**src/rtl/data_mem_arbiter.sv**
```systemverilog
// Shares the single-cycle data_mem between the core port (C) and the debug port (D).
// D may run locked address-incrementing bursts; C is single-beat only.
module data_mem_arbiter #(
    parameter int ADDRESS_WIDTH = 32,
    parameter int DATA_WIDTH = 32,
    parameter int MAX_BURST = 8,
    localparam int LW = $clog2(MAX_BURST) + 1
) (
    input  logic                     clk,
    input  logic                     rst,
    input  logic                     c_req,
    input  logic [2:0]               c_re,
    input  logic [3:0]               c_we,
    input  logic [ADDRESS_WIDTH-1:0] c_addr,
    input  logic [DATA_WIDTH-1:0]    c_wdata,
    output logic                     c_gnt,
    output logic                     c_stall,
    output logic [DATA_WIDTH-1:0]    c_rdata,
    output logic                     c_rvalid,
    input  logic                     d_req,
    input  logic [2:0]               d_re,
    input  logic [3:0]               d_we,
    input  logic [ADDRESS_WIDTH-1:0] d_addr,
    input  logic [DATA_WIDTH-1:0]    d_wdata,
    input  logic [LW-1:0]            d_len,
    output logic                     d_gnt,
    output logic [DATA_WIDTH-1:0]    d_rdata,
    output logic                     d_rvalid,
    output logic                     d_done,
    output logic [2:0]               mem_re,
    output logic [3:0]               mem_we,
    output logic [ADDRESS_WIDTH-1:0] mem_a,
    output logic [DATA_WIDTH-1:0]    mem_wd,
    input  logic [DATA_WIDTH-1:0]    mem_rd
);

    typedef enum logic {ARB, BURST} state_t;

    state_t                   state;
    state_t                   state_n;
    logic                     prio;
    logic [LW-1:0]            cnt;
    logic [ADDRESS_WIDTH-1:0] addr_q;
    logic [2:0]               re_q;
    logic [3:0]               we_q;
    logic [LW-1:0]            eff_len;
    logic                     single;
    logic                     last;

    // d_len of 0 means one beat; anything above MAX_BURST is clamped
    always_comb begin
        if (d_len == '0)
            eff_len = LW'(1);
        else if (d_len > LW'(MAX_BURST))
            eff_len = LW'(MAX_BURST);
        else
            eff_len = d_len;
    end

    assign single = (eff_len == LW'(1));
    assign last   = (cnt == LW'(1));

    always_ff @(posedge clk) begin
        if (!rst)
            state <= ARB;
        else
            state <= state_n;
    end

    always_comb begin
        state_n = state;
        unique case (state)
            ARB:     if (d_gnt && !single) state_n = BURST;
            BURST:   if (!d_req || last) state_n = ARB;
            default: state_n = ARB;
        endcase
    end

    always_comb begin
        c_gnt  = 1'b0;
        d_gnt  = 1'b0;
        mem_re = 3'b000;
        mem_we = 4'b0000;
        mem_a  = c_addr;
        mem_wd = c_wdata;
        if (rst) begin
            unique case (state)
                ARB: begin
                    c_gnt = c_req && (!d_req || !prio);
                    d_gnt = d_req && (!c_req || prio);
                end
                BURST:   d_gnt = d_req;
                default: ;
            endcase
        end
        if (d_gnt) begin
            mem_re = (state == BURST) ? re_q : d_re;
            mem_we = (state == BURST) ? we_q : d_we;
            mem_a  = (state == BURST) ? addr_q : d_addr;
            mem_wd = d_wdata;
        end else if (c_gnt) begin
            mem_re = c_re;
            mem_we = c_we;
        end
    end

    assign c_stall = c_req & ~c_gnt;

    always_ff @(posedge clk) begin
        if (!rst) begin
            prio     <= 1'b0;
            cnt      <= '0;
            addr_q   <= '0;
            re_q     <= 3'b000;
            we_q     <= 4'b0000;
            c_rdata  <= '0;
            c_rvalid <= 1'b0;
            d_rdata  <= '0;
            d_rvalid <= 1'b0;
            d_done   <= 1'b0;
        end else begin
            c_rvalid <= c_gnt && (c_re != 3'b000);
            d_rvalid <= d_gnt && (mem_re != 3'b000);
            d_done   <= 1'b0;
            if (c_gnt && (c_re != 3'b000))
                c_rdata <= mem_rd;
            if (d_gnt && (mem_re != 3'b000))
                d_rdata <= mem_rd;
            if (c_gnt)
                prio <= 1'b1;
            if (state == ARB && d_gnt) begin
                if (single) begin
                    prio   <= 1'b0;
                    d_done <= 1'b1;
                end else begin
                    cnt    <= eff_len - LW'(1);
                    addr_q <= d_addr + ADDRESS_WIDTH'(4);
                    re_q   <= d_re;
                    we_q   <= d_we;
                end
            end else if (state == BURST) begin
                if (d_gnt) begin
                    cnt    <= cnt - LW'(1);
                    addr_q <= addr_q + ADDRESS_WIDTH'(4);
                    if (last) begin
                        prio   <= 1'b0;
                        d_done <= 1'b1;
                    end
                end else begin
                    cnt <= '0;
                end
            end
        end
    end

endmodule

```
**config.mk**
```make
export PLATFORM = sky130hd
export DESIGN_NAME = data_mem_arbiter
export DESIGN_NICKNAME = d
export VERILOG_FILES = /design/src/rtl/data_mem_arbiter.sv
export SDC_FILE = /design/constraint.sdc
export NUM_CORES = 1
export LEC_CHECK = 0
export CAP_MARGIN = 15
export CORE_MARGIN = 3
export CORE_UTILIZATION = 42
export DETAILED_ROUTE_END_ITERATION = 8
export PLACE_DENSITY = 0.8
export RECOVER_POWER = 100
export SYNTH_ARGS = -nofsm -noshare
export SYNTH_HDL_FRONTEND = slang
export SYNTH_SLANG_ARGS = --single-unit
export TNS_END_PERCENT = 10
```
**constraint.sdc**
```tcl
create_clock -name clk -period 4.6 [get_ports clk]
set_clock_uncertainty 0.05 [all_clocks]
set_input_delay 0.69 -clock clk [delete_from_list [all_inputs] [get_ports clk]]
set_output_delay 0.69 -clock clk [all_outputs]
set_load 0.01 [all_outputs]
```
==> flow_summary.ini, run 1 <==
[synth]
syn_inst = 980
yosysMostFrequentCell = nand2_1
ys_top_cells_by_count = nand2_1 (288), dfxtp_1 (112), mux2i_1 (90)
synthArstFlopShare_pct = 0
synth_area_um2 = 7070
yosys.area.top_type_share_pct = 31.7
synth_area_leaders = dfxtp_1 (32%), nand2_1 (15%), mux2i_1 (13%), o21ai_0 (5.5%), a21oi_1 (4.8%)
synth_edf_count = 0
ys_seq_elements = 112
yosys_warnings = 0
synth_seq_area_share_pct = 31.7
ys_types = 68
syn_avg_cell_area_um2 = 7.21
synth_area_leader_cell = dfxtp_1
syn_nets = 1167
synthFlopType = dfxtp_1

[floorplanning]
fp.dieArea_um2 = 18400
fp.coreArea_um2 = 16200
dieWidth_um = 136
io_pins = 323
start_util_pct = 43.7
die_h_um = 136
rows = 46

[global_routing]
grt_pass1_wl_um = 39800
antenna_found_initial = 0
overflow = 0
track_usage_pct = 26.7
grt_max_degree = 90
first_global_vias = 7538

[place]
hpwl_um = 19300
place_congestion = 0.929
io_buffers = 322
place_ws_ns = 0.344

[critical_path]
cp_data_required_time_ns = 3.86
cp_common_cell = nand2_1
crit_end = mem_wd[29]
worstSetupStartpoint = rst
cp_data_arrival_time_ns = 3.51
slowest_delay_ns = 0.84
rrSetupSlack_ns = 0.76
ff2ff_path_depth = 7
r2r-end = addr_q[12]
r2r_start = state
crit_chain = dlygate4sd3_1, nand2_1, a21o_4, inv_2, nand2_1, nand2_1, dlygate4sd3_1
critPathKind = in2out
crit_slowest_cell = dlygate4sd3_1
crit_path_start_kind = primary input
cp-end-kind = primary output
crit_fanout = 48

[sta]
worst_slack_ns = 0.346
max_freq_mhz = 235
setup_tns_ns = 0
rsz0062_at_grt = no
slew_violations = 0
min_period_over_period_pct = 92.5
final-hold-violation-count = 0
worst_pin_slew_ns = 1.41
setup_viol = 0
period_needed_ns = 4.25
max_slew_margin_pct = 5.33

[layout]
nNetsFinal = 1446
n_antenna_cell = 0
fillerInstances = 1405
drive_gt1_share_pct = 4.35
syn2layout_area_growth_pct = 51.5

[pwr]
p_per_area_nw_per_um2 = 249
p_total_mw = 2.67
p_leak_nw = 4.35
ir_worst_vdd_mv = 0.190

[drt]
wl_per_cell_um = 17.5
wl_um = 25900
antenna_left = 0
drtIter0Drc = 709
drc = 0
avgViaCountPerCell = 5.52
num_vias = 8169
dr.pass1.iters = 6

[clock_network]
cts.clk_slew.worst_paths_ns = 0.08
cts_inserted_buffers = 9
cts_resized = 0
cts_num_sinks = 112
cts_hold_buf = 0
root_buffer = clkbuf_16
h-tree-depth = 3
insertion_delay_ns = 0.36
clockBufferDepth = 2
cts_setup_buffers = 0
cts_tree = yes

[flow_run]
maxCapViolCount = 0

[run_status]
status = finished clean

[worst_hold_path]
hold_class = reg2reg
[where the power goes]
| group | internal [mW] | leakage [nW] | switching [mW] |
|---|---|---|---|
| Combinational | 0.370 | 3.28 | 0.345 |
| Clock | 0.447 | 0.162 | 0.420 |
| Sequential | 1.02 | 0.913 | 0.0603 |
| Total | 1.84 | 4.35 | 0.825 |
[critical path: cells and delay by family]
family	cells	cell delay (ns)
simple gates	3	0.42
buf+inv	3	1.98
compound gates	1	0.39
[layout make-up]
cell class | instances | area [um^2] | share of cell area [%]
multi-input cells | 785 | 4490 | 42.0
inverters | 12 | 45.0 | 0.421
repair buffers | 339 | 3330 | 31.1
clock buffers | 9 | 225 | 2.10
well taps | 216 | 270 | 2.52
flip-flops and latches | 112 | 2240 | 21.0
clock inverters | 7 | 105 | 0.982
[kinds of logic after synthesis]
| family | Yosys count | share of synthesized area (%) |
|---|---|---|
| AND/OR/NAND/NOR | 457 | 28.2 |
| AO/OA/AOI/OAI | 216 | 18.9 |
| flip-flops | 112 | 31.7 |
| multiplexers | 103 | 14.9 |
| buffers and inverters | 83 | 4.96 |
| adder cells (fa/ha/maj) | 5 | 0.885 |
| XOR/XNOR | 4 | 0.496 |
[registers in the layout, summed over array words and instances (netlist names)]
register,flops
addr_q,32
c_rdata,32
c_rvalid,1
cnt,4
d_done,1
d_rdata,32
d_rvalid,1
prio,1
re_q,3
state,1
we_q,4
[per-layer routing]
layer  vias up  global-route usage [%]  share of wire [%]
met3        40                    5.31                9.9
met2       403                    45.4                 48
li1       4009                       -                  -
met1      3717                    34.2                 40
met5         -                       0                  0
met4         0                    7.95                2.1
[cells in the final DEF (no fill, tap or decap), drive strengths merged, types with 7 or more instances in the layout]
cell type / n
dfxtp: 112
and3: 11
mux2: 12
nor3: 14
inv: 16
nand3: 16
clkbuf: 17
mux2i: 91
o21ai: 80
nor2: 60
nor4: 7
a31oi: 12
buf: 9
nand4: 24
a21oi: 69
nand3b: 7
nand2: 289
o211ai: 9
dlygate4sd3: 142
clkdlybuf4s50: 180
[stage by stage]
stage	hold WS [ns]	util (%)	std cells	cell area [um^2]
after floorplan	0.383	-	980	7070
after global placement	0.391	64.5	1464	10400
after detailed placement	0.396	64.5	1464	10400
after CTS	0.407	66.6	1480	10800
after global routing	0.424	66.2	1480	10700
final	0.401	66.2	1480	10700
[worst min path at each step]
| stage | start | to | depth (start not counted) |
|---|---|---|---|
| after floorplan | cnt[3] | cnt[3] | 1 |
| after global placement | c_rdata[8] | c_rdata[8] | 2 |
| after detailed placement | c_rdata[5] | c_rdata[5] | 2 |
| after CTS | c_rdata[5] | c_rdata[5] | 2 |
| after global routing | c_rdata[2] | c_rdata[2] | 2 |
| final | c_rdata[26] | c_rdata[26] | 2 |
No activity file was read; power rests on OpenSTA's default activity.
==> inputs of run 2 (changes only) <==
Settings changed: CORE_ASPECT_RATIO from default to 1.5.
==> flow_summary.ini, run 2 (synthesis results as in run 1) <==
[run_status]
status = complete, but fails checks
violations = max-capacitance violations, max-slew violations

[clock_network]
cts_tree = yes
cts_resized = 0
cts_hold_buf = 0
cts_setup_buffers = 0
clockBufferDepth = 2
insertion_delay_ns = 0.35
cts_inserted_buffers = 9
cts.clk_slew.worst_paths_ns = 0.08
root_buffer = clkbuf_16
cts_num_sinks = 112
h-tree-depth = 3

[floorplanning]
fp.coreArea_um2 = 16300
rows = 57
io_pins = 323
start_util_pct = 43.3
fp.dieArea_um2 = 18400
die_h_um = 165
dieWidth_um = 112

[critical_path]
crit_chain = clkdlybuf4s50_1, nor2_1, nor2_1, nor2_1, ha_1, nor4b_1, buf_4, a2111oi_4, clkbuf_1, a22oi_1, mux2_2, nand2_1
critical-path-top-delay-family = buffers and inverters
cp_common_cell = nor2_1
crit_buf_inv = 3
slowest_delay_ns = 1.47
crit_path_start_kind = primary input
cp-end-kind = flip-flop
cp_data_arrival_time_ns = 4.41
crit_slowest_cell = clkbuf_1
critPathKind = in2reg
crit_cells = 12
ff2ff_path_depth = 8
crit_fanout = 41
cp_data_required_time_ns = 4.84

[sta]
setup_viol = 0
slew_violations = 76
final-hold-violation-count = 0
rsz0062_at_grt = no
max_slew_margin_pct = -32.6
min_period_over_period_pct = 90.6
worst_pin_slew_ns = 1.99
period_needed_ns = 4.17
max_freq_mhz = 240
setup_tns_ns = 0

[flow_run]
maxCapViolCount = 2

[layout]
drive_gt1_share_pct = 4.74
syn2layout_area_growth_pct = 51.7
mostFrequentLayoutCells = nand2_1 (289), clkdlybuf4s50_1 (180), dlygate4sd3_1 (142)
n_antenna_cell = 0
final_common_cell = nand2_1
nNetsFinal = 1449
top_regs = addr_q (32), c_rdata (32), d_rdata (32)

[global_routing]
grt_max_degree = 90
grt_pass1_wl_um = 41200
overflow = 0
first_global_vias = 8033
track_usage_pct = 27.1
antenna_found_initial = 1

[drt]
num_vias = 8133
wl_per_cell_um = 17.6
wl_um = 26000
drtIter0Drc = 524
antenna_left = 0
avgViaCountPerCell = 5.52
drc = 0
dr.pass1.iters = 5

[place]
io_buffers = 322
place_congestion = 0.919
hpwl_um = 19500

[worst_hold_path]
hold_class = reg2reg
hold_path_depth = 2

[pwr]
ir_worst_vdd_mv = 0.222
p_per_area_nw_per_um2 = 245
p_total_mw = 2.62
p_leak_nw = 4.36
==> run 2: report_power, final <==
part / total (mW) / internal, mW / switching (mW) / leakage [nW]
clock network: 0.821 / 0.392 / 0.429 / 0.150
logic: 0.712 / 0.373 / 0.338 / 3.29
registers: 1.09 / 1.02 / 0.0649 / 0.913
==> run 2: tightest hold or removal path: stages, from the launching register on <==
cell	delay, ns
dfxtp_1	0.31
nand2_1	0.05
a21oi_1	0.05
==> run 2: path summary, 6_finish.rpt <==
| path | from | endpoint | slack (ns) |
|---|---|---|---|
| max | d_len[2] | addr_q[24] | 0.43 |
| min | c_rdata[21] | c_rdata[21] | 0.40 |
| max reg2reg | state | addr_q[24] | 0.45 |
| min reg2reg | c_rdata[21] | c_rdata[21] | 0.40 |
==> run 2: routing by layer <==
metal,vias up,part of all wire [%],global-route usage [%]
met5,-,0.054,0
li1,4016,-,-
met3,68,8.2,7.48
met4,2,3.3,10.4
met2,351,50,48.4
met1,3696,38,30.5
==> run 2: cell type report <==
type	instances	area [um^2]
fill	1436	5610
multi-input combinational	785	4500
timing repair buffer	342	3370
sequential	112	2240
tap	206	258
clock buffer	9	225
clock inverter	7	77.6
inverter	12	45.0
==> run 2: stage by stage <==
stage                     utilization (%)  worst slack (ns)  std cells  cell area (um^2)  hold WS [ns]
after CTS                            65.9             0.573       1473             10800         0.407
final                                65.6             0.434       1473             10700         0.403
after floorplan                         -             0.886        980              7070         0.383
after global placement               64.0             0.668       1457             10500         0.390
after detailed placement             64.0             0.552       1457             10500         0.396
after global routing                 65.6             0.200       1473             10700         0.424
==> RTL edit 1 (settings of run 1) <==
Set the parameter `ADDRESS_WIDTH` to 48 (it was 32).
--- a/src/rtl/data_mem_arbiter.sv
+++ b/src/rtl/data_mem_arbiter.sv
@@ -3,3 +3,3 @@
 module data_mem_arbiter #(
-    parameter int ADDRESS_WIDTH = 32,
+    parameter int ADDRESS_WIDTH = 48,
     parameter int DATA_WIDTH = 32,
Interface: changed (resized c_addr, d_addr and mem_a); port bits go from 323 to 371. No check against the original RTL was run, so the function may have changed too.
==> RTL edit 1 against run 1 <==
  * Sequential cell count rose by 16
  * Synthesized cell count increased by 30%
  * Count of clock-buffer cells in the layout up 9
  * The flow now finishes with violations (capacitance limit, slew limit)
  * Cell area increased by 25%
  * Synthesized area is 25% higher
  * Maximum frequency down 0.82%
  * Wire length grew 45%
  * Sequential share of layout area is 1.7 points lower
  * Power up 32%
  * Setup slack worse by 35 ps
==> RTL edit 1: results (changes against run 1) <==
fraction of layout cells with a size suffix above 1 = 5.88% (was 4.35%)
biggest regs = addr_q x48, c_rdata x32, d_rdata x32 (was addr_q x32, c_rdata x32, d_rdata x32)
reg2reg setup slack = 850 ps (was 760 ps)
met3 usage = 12.4% (was 5.31%)
TritonCTS Buffers = 17 (was 9)
Hold WS = 399 ps (was 401 ps)
first-pass GRT wire length = 57800 um (was 39800 um)
antenna cell count = 1 (was 0)
clk cell area share = 4.76% (was 3.08%)
WHS Endpoint = c_rdata[2]$_SDFFE_PN0P_ (was c_rdata[26]$_SDFFE_PN0P_)
peak supply drop = 336 uV (was 190 uV)
Area contributors post-synth = dfxtp_1 29%, nand2_1 12%, nor2_1 7.0% (was dfxtp_1 32%, nand2_1 15%, mux2i_1 13%)
clock buf count = 18 (was 9)
CP max FO = 25 (was 48)
DR iter-0 viols = 1201 (was 709)
Global Route Usage Sum = 31.6% (was 26.7%)
WL/cell = 19.9 um (was 17.5 um)
failing checks = capacitance limit, slew limit
synth cell count leaders = 272 x nand2_1, 165 x nor2_1, 128 x dfxtp_1 (was 288 x nand2_1, 112 x dfxtp_1, 90 x mux2i_1)
Hold Crit Start = c_rdata[2]$_SDFFE_PN0P_ (was c_rdata[26]$_SDFFE_PN0P_)
syn nets = 1496 (was 1167)
CP peak stage delay = 680 ps (was 840 ps)
Non-clock buffers, area share = 29.6% (was 31.1%)
multi-input combinational cell count = 1032 (was 785)
Final #Nets = 1823 (was 1446)
Non-clock buffers = 400 (was 339)
outcome = complete, but fails checks (was completed)
met3 wire len = 5130 um (was 2560 um)
CP max stage cell = clkdlybuf4s50_1 (was dlygate4sd3_1)
Slew HR = -7.78% (was 5.33%)
count of pins over their slew limit = 36 (was 0)
vias in the first global route = 10600 (was 7538)
max cap viols = 1 (was 0)
FF+latch count = 128 (was 112)
reg-to-reg critical path endpoint = addr_q[19]$_SDFFE_PN0P_ (was addr_q[12]$_SDFFE_PN0P_)
met2 wire length = 17200 um (was 12500 um)
First-pass DRT Iterations = 7 (was 6)
area of the multi-input gates = 0.00576 sq mm (was 0.00449 sq mm)
GP Congestion = 0.973 (was 0.929)
Placement Setup Slack = 309 ps (was 344 ps)
-- RTL edit 1: cell count changes after synthesis, moves of 17 or more --
cell / run 1 / this run
nor2_1: 60 / 165
nand3_1: 16 / 51
a31oi_1: 12 / 29
o22ai_1: 1 / 19
o21ai_0: 77 / 53
nor3_1: 14 / 69
mux2i_1: 90 / 61
-- RTL edit 1: worst max path at each step --
stage / slack (ps) / end / cells after the start / start
floorplan: 280 / addr_q[30]$_SDFFE_PN0P_ / 21 / rst
global placement: 450 / addr_q[30]$_SDFFE_PN0P_ / 13 / rst
detailed placement: 310 / addr_q[46]$_SDFFE_PN0P_ / 13 / rst
CTS: 510 / mem_a[27] / 8 / rst
global route: 170 / mem_a[19] / 8 / rst
finish: 310 / mem_a[27] / 8 / rst
-- RTL edit 1: logic make-up (layout without fill, tap and decap cells) --
logic type | count (synthesis) | after routing | synth area share, %
buf+inv | 117 | 457 | 5.67
flops | 128 | 128 | 29.0
other cells | 0 | 1 | 0
mux | 82 | 82 | 9.62
xor+xnor | 3 | 3 | 0.298
compound gates | 280 | 280 | 20.9
simple gates | 662 | 662 | 33.7
fa+ha+maj | 5 | 5 | 0.709
-- RTL edit 1: worst register-to-register path, cell delays in order, from the launching register on --
cell and delay [ps]:
dfxtp_1 310, buf_4 270, and3_1 510, buf_4 320, a31oi_1 290, clkbuf_1 1210, nor3_1 100, a221o_1 380
o21a_1 190
-- RTL edit 1: metrics by stage --
step                utilization, %  power [uW]
floorplan                        -        1580
global placement              62.6        2080
detailed placement            62.6        2090
CTS                           65.7        3570
global route                  65.3        3650
finish                        65.3        3530
-- RTL edit 1: report_power, final --
part	internal (uW)	total (uW)	switching, uW	leakage (uW)
Sequential	1160	1210	49.8	0.00104
Combinational	423	839	416	0.00378
Clock	918	1480	565	0.000302
==> RTL edit 2 (config.mk and constraints of run 1) <==
Made on the original files. Reset style: asynchronous (`rst`), changed in 2 clocked blocks.
--- a/src/rtl/data_mem_arbiter.sv
+++ b/src/rtl/data_mem_arbiter.sv
@@ -62,3 +62,3 @@
 
-    always_ff @(posedge clk) begin
+    always_ff @(posedge clk or negedge rst) begin
         if (!rst)
@@ -108,3 +108,3 @@
 
-    always_ff @(posedge clk) begin
+    always_ff @(posedge clk or negedge rst) begin
         if (!rst) begin
Formal check against the unedited RTL: differs if rst is asserted again (counterexample within 4 cycles, from zero or initial values and one cycle with rst low); with rst held inactive, the same outputs for 4 cycles.
==> RTL edit 2 against run 1 <==
  * The run now ends with capacitance limit, slew limit left
  * Setup slack improved by 130 ps
  * Sequential cell count stayed put
  * Largest cell class unchanged
  * Critical path type is now flop to primary output
  * Wire length decreased by 1.5%
  * Count of clock-buffer cells in the layout up 1
  * Synthesized area up 3.8%
  * Cell area is 3.4% higher
Power is not compared: it rests on default switching activity, and its combinational part moved more than twofold at a synthesized area within 25%.
==> RTL edit 2: results (changes against run 1) <==
antenna cell count = 1 (was 0)
FF+latch count = 112 (unchanged)
CP Launch Type = flop (was input pin)
Yosys cell types = 65 (was 68)
critical path arrival = 3380 ps (was 3510 ps)
Non-clock buffers, area share = 30.4% (was 31.1%)
failing checks = capacitance limit, slew limit
crit path capture = mem_a[10] (was mem_wd[29])
Die Footprint = 0.0191 sq mm (was 0.0184 sq mm)
number of non-clock inverters in the layout = 17 (was 12)
sequential fraction of the synthesis area = 38.2% (was 31.7%)
pin count of the biggest net entering global routing = 65 (was 90)
global routing usage on met2 = 44.8% (was 45.4%)
max cap viols = 2 (was 0)
M1 WL = 10400 um (was 10300 um)
reg2reg setup slack = 540 ps (was 760 ps)
Global Route Usage Sum = 26.2% (was 26.7%)
outcome = complete, but fails checks (was completed)
hpwl dp = 19300 um (about the same)
top_reg_cell synth = dfrtp_1 (was dfxtp_1)
M1 GR Usage = 33.3% (was 34.2%)
worst slew pin tran = 1630 ps (was 1410 ps)
met3 usage = 4.83% (was 5.31%)
async set or reset register ratio after synthesis = 100% (was 0%)
multi-input combinational cell count = 751 (was 785)
first-pass GRT wire length = 41400 um (was 39800 um)
vias in the first global route = 7811 (was 7538)
dpl cell area = 0.0108 sq mm (was 0.0104 sq mm)
WL/cell = 17.5 um (about the same)
Placement Setup Slack = 517 ps (was 344 ps)
share of cell area taken by multi-input logic gates = 38.4% (was 42.0%)
reg-to-reg critical path endpoint = d_rdata[7]$_DFFE_PN0P_ (was addr_q[12]$_SDFFE_PN0P_)
synth cell count leaders = 300 x nand2_1, 112 x dfrtp_1, 75 x nor2_1 (was 288 x nand2_1, 112 x dfxtp_1, 90 x mux2i_1)
DR iter-0 viols = 606 (was 709)
count of pins over their slew limit = 98 (was 0)
via count = 8133 (was 8169)
Top Metal Used = met5 (was met4)
Critical R2R Launch = state$_DFF_PN0_ (was state$_SDFF_PN0_)
[RTL edit 2: changes by cell type after synthesis, sizes merged, moves of 16 or more]
cell	run 1	this run
dfrtp	0	112
dfxtp	112	0
mux2i	91	60
mux2	12	40
a21oi	69	42
nor2	60	76
[RTL edit 2: cell families (layout without fill, tap and decap cells)]
kind of cell	Yosys count	count (layout)	share of synthesized area, %
AO/OA/AOI/OAI	176	176	15.1
XOR/XNOR	3	3	0.358
adder cells (fa/ha/maj)	5	5	0.853
buffers and inverters	74	377	4.18
flip-flops	112	112	38.2
multiplexers	100	100	14.3
other	0	1	0
AND/OR/NAND/NOR	467	467	27.0
[RTL edit 2: worst reg2reg max path: stages, from the launching register on]
cell	delay (ps)
dfrtp_2	620
buf_4	410
o311ai_4	420
buf_4	440
o21ai_0	270
o31ai_4	290
clkbuf_1	1000
mux2_2	440
